===== src/rtl/stump_sequencer_pkg.sv =====
// Shared Stump definitions: sequencer state encodings and the LDST opcode.
// Imported by the sequencer and its wait timer.
package stump_sequencer_pkg;

    typedef enum logic [1:0] {
        FETCH   = 2'b00,
        EXECUTE = 2'b01,
        MEMORY  = 2'b10
    } stump_state_e;

    localparam logic [2:0] LDST = 3'b111;

    localparam int TIMER_W = 16;

    function automatic logic is_mem_state(input logic [1:0] s);
        return (s == FETCH) || (s == MEMORY);
    endfunction

endpackage


===== src/rtl/stump_sequencer_wait_timer.sv =====
// Consecutive not-ready cycle counter; expired fires in the cycle
// that would make the WAIT_LIMIT-th consecutive stall.
module stump_wait_timer
    import stump_sequencer_pkg::*;
#(
    parameter int unsigned WAIT_LIMIT = 255
) (
    input  logic clk,
    input  logic rst,
    input  logic count_en,
    input  logic clear,
    output logic expired
);

    localparam logic [TIMER_W-1:0] LAST = TIMER_W'(WAIT_LIMIT - 1);

    logic [TIMER_W-1:0] count;

    assign expired = count_en && (count == LAST);

    always_ff @(posedge clk or posedge rst) begin
        if (rst) begin
            count <= '0;
        end else if (clear || expired) begin
            count <= '0;
        end else if (count_en) begin
            count <= count + TIMER_W'(1);
        end
    end

endmodule


===== src/rtl/stump_sequencer.sv =====
// Stump fetch/execute/memory sequencer with wait states, debug run control,
// bus timeout abort and retired-instruction / stall counters.
module stump_sequencer
    import stump_sequencer_pkg::*;
#(
    parameter bit          START_HALTED = 1'b0,
    parameter int unsigned WAIT_LIMIT   = 255,
    parameter int          CNT_W        = 16
) (
    input  logic             clk,
    input  logic             rst,
    input  logic [2:0]       opcode,
    input  logic             mem_ready,
    input  logic             run_req,
    input  logic             halt_req,
    input  logic             step_req,
    input  logic             cnt_clr,
    output logic [1:0]       state,
    output logic             mem_req,
    output logic             commit,
    output logic             ir_en,
    output logic             halted,
    output logic             bus_error,
    output logic [CNT_W-1:0] instr_count,
    output logic [CNT_W-1:0] stall_count
);

    stump_state_e state_q, state_d;
    logic         halted_q, halted_d;
    logic         pend_q, pend_d;
    logic         berr_q, berr_d;
    logic         stall;
    logic         retire;
    logic         expired;
    logic         is_ldst;

    assign is_ldst = (opcode == LDST);

    // Strobes are forced low during reset so an in-flight access is dropped.
    assign mem_req = ~rst & ~halted_q & is_mem_state(state_q);
    assign stall   = mem_req & ~mem_ready;

    always_comb begin
        commit = 1'b0;
        if (!rst) begin
            case (state_q)
                FETCH, MEMORY: commit = mem_req & mem_ready;
                EXECUTE:       commit = ~halted_q;
                default:       commit = 1'b0;
            endcase
        end
    end

    assign ir_en  = commit & (state_q == FETCH);
    assign retire = commit &
                    (((state_q == EXECUTE) & ~is_ldst) |
                     (state_q == MEMORY));

    stump_wait_timer #(
        .WAIT_LIMIT (WAIT_LIMIT)
    ) u_wait_timer (
        .clk      (clk),
        .rst      (rst),
        .count_en (stall),
        .clear    (commit),
        .expired  (expired)
    );

    always_comb begin
        state_d  = state_q;
        halted_d = halted_q;
        pend_d   = pend_q;
        berr_d   = berr_q;

        case (state_q)
            FETCH:   if (commit) state_d = EXECUTE;
            EXECUTE: if (commit) state_d = is_ldst ? MEMORY : FETCH;
            MEMORY:  if (commit) state_d = FETCH;
            default: state_d = FETCH;
        endcase

        if (expired) begin
            state_d  = FETCH;
            halted_d = 1'b1;
            pend_d   = 1'b0;
            berr_d   = 1'b1;
        end else if (halted_q) begin
            state_d = FETCH;
            // halt_req outranks run/step; step outranks run.
            if (halt_req) begin
                halted_d = 1'b1;
            end else if (step_req) begin
                halted_d = 1'b0;
                pend_d   = 1'b1;
            end else if (run_req) begin
                halted_d = 1'b0;
                berr_d   = 1'b0;
            end
        end else begin
            if (halt_req) pend_d = 1'b1;
            if (retire && pend_q) begin
                state_d  = FETCH;
                halted_d = 1'b1;
                pend_d   = 1'b0;
            end
        end
    end

    always_ff @(posedge clk or posedge rst) begin
        if (rst) begin
            state_q  <= FETCH;
            halted_q <= START_HALTED;
            pend_q   <= 1'b0;
            berr_q   <= 1'b0;
        end else begin
            state_q  <= state_d;
            halted_q <= halted_d;
            pend_q   <= pend_d;
            berr_q   <= berr_d;
        end
    end

    always_ff @(posedge clk or posedge rst) begin
        if (rst) begin
            instr_count <= '0;
            stall_count <= '0;
        end else if (cnt_clr) begin
            instr_count <= '0;
            stall_count <= '0;
        end else begin
            if (retire)
                instr_count <= instr_count + CNT_W'(1);
            if (stall && (stall_count != '1))
                stall_count <= stall_count + CNT_W'(1);
        end
    end

    assign state     = state_q;
    assign halted    = halted_q;
    assign bus_error = berr_q;

endmodule


===== config.mk =====
export PLATFORM = sky130hd
export DESIGN_NAME = stump_sequencer
export DESIGN_NICKNAME = d
export VERILOG_FILES = /design/src/rtl/stump_sequencer_pkg.sv /design/src/rtl/stump_sequencer_wait_timer.sv /design/src/rtl/stump_sequencer.sv
export SDC_FILE = /design/constraint.sdc
export NUM_CORES = 1
export LEC_CHECK = 0
export CORE_AREA = 2 2 82 84
export DETAILED_ROUTE_END_ITERATION = 8
export DIE_AREA = 0 0 84 86
export GPL_TIMING_DRIVEN = 1
export PLACE_DENSITY = 0.75
export SYNTH_ARGS = -nofsm -noshare
export SYNTH_HDL_FRONTEND = slang
export SYNTH_SLANG_ARGS = --single-unit

===== constraint.sdc =====
create_clock -name clk -period 2.15 [get_ports clk]
set_input_delay 0.43 -clock clk [delete_from_list [all_inputs] [get_ports clk]]
set_output_delay 0.43 -clock clk [all_outputs]
set_load 0.03 [all_outputs]

==> Implementation_results.wiki <==
{| class="wikitable"
! Metric !! Value
|-
| Number of fill cells || approximately 530
|-
| Final Slew Violations || 0
|-
| Sequential share of the synthesized area || 0.445
|-
| Via count of the routed design || 2829
|-
| Cell at the root of the clock tree || sky130_fd_sc_hd__clkbuf_8
|-
| Routed Wire Length || 7430 um
|-
| Hold crit path type || input port to asynchronous set/reset pin
|-
| Clock edge transition at the registers on the reported setup and hold paths || roughly 0.10 ns
|-
| Count of cell types in the netlist || between 40 and 50
|-
| Setup Viol. Count Final || 0
|-
| HPWL Detailed || just over 5000 um
|-
| Crit start category || flop
|-
| Share of post-route cells with drive strength above 1 || 0.182
|-
| Routability Congestion || 0.820
|-
| PortBufs || 48
|-
| Core Rows || 29
|-
| Result of the run || finished clean
|-
| Maximum number of pins on one net before global-route repair || 54
|-
| Effective utilization at floorplan || 0.475
|-
| Total overflow reported by the global router || 0
|-
| Count of flip-flops with a built-in enable after synthesis || 0
|-
| CTS Sinks || 53
|-
| Area of the core || roughly 0.0063 sq mm
|-
| FF/Latch Area || 0.00133 sq mm
|-
| Chip height || 86 um
|-
| Antenna-violating nets left || 0
|-
| Via count of the first global-routing pass || 2723
|-
| Global-route wire length before repair || 12700 um
|-
| Critical R2R Capture || u_wait_timer.count[1]$_DFFE_PP0P_
|-
| Area of the mapped netlist || 0.00298 sq mm
|-
| Final cycle utilization of the critical path || 0.967
|-
| Clk_lat worst skew || between 0.3 and 0.4 ns
|-
| Remaining design rule violation count || 0
|-
| Startpoint of the most critical register-to-register path || state[0]$_DFFE_PP0P_
|-
| Cell Count, Final, Fillers Out || 472
|-
| CTS tree || built
|-
| Minimum clock period after layout || around 2.1 ns
|-
| Commonest register cell after synthesis || sky130_fd_sc_hd__dfrtp_1
|-
| Worst Tran Pin Value || 0.402 ns
|-
| Setup TNS || 0 ns
|-
| H-tree levels || 2
|-
| Top Ports || 49
|-
| Wirelength per Cell || around 16 um
|-
| Maximum net fanout on the critical path || 7
|-
| Total die area || 0.00722 sq mm
|-
| Crit Path Class || flop to flop
|-
| Mean instance size in the synthesized netlist || 9.44 sq um
|-
| Endpoint kind of the worst setup timing path || flop
|-
| IR drop worst, VDD || ~0.42 mV
|-
| Yosys synthesis warning count || 0
|-
| Antenna violations before repair || 0
|-
| Max-Slew Margin vs Limit || 0.730
|-
| Starting DRT DRC Count || 138
|-
| Hold buffer count at cts || 0
|-
| Setup repair after global routing missed its margin || no
|-
| Mapped Cells || 316
|-
| Ys async rst share || 1.00
|-
| Total area of multi-input combinational cells || 0.00156 sq mm
|-
| Required time of the worst setup path || 2.35 ns
|-
| Die X || approximately 84 um
|-
| Top achievable clock speed || a little under 0.5 GHz
|-
| TritonCTS buffer count || 5
|-
| Aggregate global-route resource usage || 0.213
|-
| Synthesized netlist net count || 330
|-
| Cell depth of the worst flop-to-flop path || 5
|-
| Pwr dens || between 600 and 700 mW/mm^2
|-
| Number of placed instances, taps included || 459
|-
| Antenna cell count || 0
|-
| Leakage component of the power || 1.60 nW
|-
| Vias per cell || 5.99
|-
| Launch point of the critical path || state[0]$_DFFE_PP0P_
|-
| Area growth syn-to-layout || 32.4%
|-
| Number of buffers between clock root and the deepest sink || 2
|-
| Post-synthesis register bit count || 53
|-
| Final hold violation count || 0
|-
| Arrival time reported for the critical path endpoint || 2.28 ns
|-
| Number of maximum-capacitance constraint violations || 0
|-
| Post-layout nets || approximately 410
|-
| Detailed Routing Iterations Pass 1 || 4
|-
| Register-to-register setup slack || 0.07 ns
|-
| Largest clock skew in the final design || 0.00526 ns
|}
-- synthesized netlist by cell type, types with 2 or more instances --
| cell | instances | area (sq um) |
|---|---|---|
| sky130_fd_sc_hd__nor2b_1 | 5 | 31.3 |
| sky130_fd_sc_hd__nor4_2 | 2 | 25.0 |
| sky130_fd_sc_hd__xnor2_1 | 8 | 70.1 |
| sky130_fd_sc_hd__or3_1 | 12 | 75.1 |
| sky130_fd_sc_hd__xor2_1 | 4 | 35.0 |
| sky130_fd_sc_hd__clkbuf_1 | 10 | 37.5 |
| sky130_fd_sc_hd__ha_1 | 4 | 50.1 |
| sky130_fd_sc_hd__nor2_1 | 26 | 97.6 |
| sky130_fd_sc_hd__buf_6 | 3 | 33.8 |
| sky130_fd_sc_hd__or4_4 | 2 | 22.5 |
| sky130_fd_sc_hd__nand2b_1 | 3 | 18.8 |
| sky130_fd_sc_hd__or4_1 | 10 | 75.1 |
| sky130_fd_sc_hd__nand3_1 | 17 | 85.1 |
| sky130_fd_sc_hd__mux2i_1 | 3 | 30.0 |
| sky130_fd_sc_hd__nor3_1 | 6 | 30.0 |
| sky130_fd_sc_hd__and3_1 | 6 | 37.5 |
| sky130_fd_sc_hd__o21ai_0 | 14 | 70.1 |
| sky130_fd_sc_hd__inv_1 | 13 | 48.8 |
| sky130_fd_sc_hd__or2_2 | 3 | 18.8 |
| sky130_fd_sc_hd__and4_1 | 4 | 35.0 |
| sky130_fd_sc_hd__a211oi_1 | 4 | 30.0 |
| sky130_fd_sc_hd__dfrtp_1 | 53 | 1330 |
| sky130_fd_sc_hd__nor4_1 | 9 | 56.3 |
| sky130_fd_sc_hd__mux2_2 | 6 | 67.6 |
| sky130_fd_sc_hd__o31ai_1 | 10 | 75.1 |
| sky130_fd_sc_hd__nand4_1 | 14 | 87.6 |
| sky130_fd_sc_hd__a21oi_1 | 24 | 120 |
| sky130_fd_sc_hd__o41ai_1 | 2 | 17.5 |
| sky130_fd_sc_hd__nand2_1 | 17 | 63.8 |
| sky130_fd_sc_hd__a21o_1 | 2 | 15.0 |
| sky130_fd_sc_hd__o311ai_0 | 2 | 17.5 |
| sky130_fd_sc_hd__nand3b_1 | 3 | 22.5 |
-- stage by stage --
stage	setup WS (ns)	total power, W	utilization	hold slack (ns)	cell area, sq um
after global placement	-0.298	0.00194	0.599	0.482	3760
after global routing	0.00818	0.00290	0.629	0.463	3950
after floorplan	-0.211	0.00164	-	0.465	2990
after detailed placement	-0.385	0.00197	0.599	0.486	3760
after CTS	0.0125	0.00272	0.622	0.448	3910
final	0.0702	0.00276	0.629	0.427	3950
-- registers in the layout, indices dropped and copies added (netlist names) --
name,flops
bus_error,1
halted,1
instr_count,16
pend_q,1
stall_count,16
state,2
u_wait_timer.count,16
-- how the worst max path moves through the flow --
stage                                              endpoint  slack [ns]  depth (start not counted)
after floorplan           u_wait_timer.count[0]$_DFFE_PP0P_       -0.21                          7
after global placement          stall_count[13]$_DFFE_PP0P_       -0.30                          6
after detailed placement        stall_count[11]$_DFFE_PP0P_       -0.38                          7
after CTS                                             ir_en        0.01                          5
after global routing                                  ir_en       0.008                          5
final                     u_wait_timer.count[1]$_DFFE_PP0P_        0.07                          5
-- placed cells by master (no fill, tap or decap), types with 10 or more instances in the layout --
cell type / instances
sky130_fd_sc_hd__a21oi_1: 24
sky130_fd_sc_hd__inv_1: 12
sky130_fd_sc_hd__o21ai_0: 14
sky130_fd_sc_hd__or4_1: 10
sky130_fd_sc_hd__dfrtp_1: 51
sky130_fd_sc_hd__or3_1: 12
sky130_fd_sc_hd__buf_4: 34
sky130_fd_sc_hd__o31ai_1: 10
sky130_fd_sc_hd__nand2_1: 17
sky130_fd_sc_hd__nand4_1: 14
sky130_fd_sc_hd__nor2_1: 26
sky130_fd_sc_hd__clkdlybuf4s50_1: 43
sky130_fd_sc_hd__nand3_1: 16
-- area by class of cell --
class,instances,share of cell area
Clock inverter,1,0.00760
Multi-Input combinational cell,236,0.395
Sequential cell,53,0.337
Timing Repair Buffer,85,0.202
Clock buffer,7,0.0219
Inverter,13,0.0124
Tap cell,77,0.0244
-- cells by family (layout without fill, tap and decap cells) --
| kind of cell | after synthesis | in the layout | synth area share |
|---|---|---|---|
| simple gates | 143 | 143 | 0.278 |
| mux | 9 | 9 | 0.0327 |
| flops | 53 | 53 | 0.445 |
| fa+ha+maj | 4 | 4 | 0.0168 |
| buf+inv | 27 | 106 | 0.0428 |
| xor+xnor | 12 | 12 | 0.0352 |
| compound gates | 68 | 68 | 0.150 |
-- metal layers --
layer  up-vias  share of wire  track usage
met2        79           0.51        0.373
met1      1402           0.44        0.277
met4         0          0.010       0.0587
li1       1342              -            -
met3         6          0.042       0.0318
met5         -              0            0
-- worst max-delay path, stage by stage (launching register included) --
cell and delay (ns):
sky130_fd_sc_hd__dfrtp_2 0.41, sky130_fd_sc_hd__or4_4 0.57, sky130_fd_sc_hd__or4_4 0.46, sky130_fd_sc_hd__o41ai_4 0.27
sky130_fd_sc_hd__buf_4 0.22, sky130_fd_sc_hd__a211oi_1 0.05
-- where the power goes --
group / leakage [nW] / switching (W) / internal, W
registers: 0.728 / 0.0000612 / 0.00106
logic: 0.817 / 0.000483 / 0.000441
clock network: 0.0585 / 0.000335 / 0.000380
total: 1.60 / 0.000879 / 0.00188
-- repair_timing --
item,4_1_cts,5_1_grt
cloned,0,0
setup buffers,1,4
resized for setup,7,3
endpoints found under the setup margin,23,3
pin swaps,0,1
(Power assumes the default switching activity.)
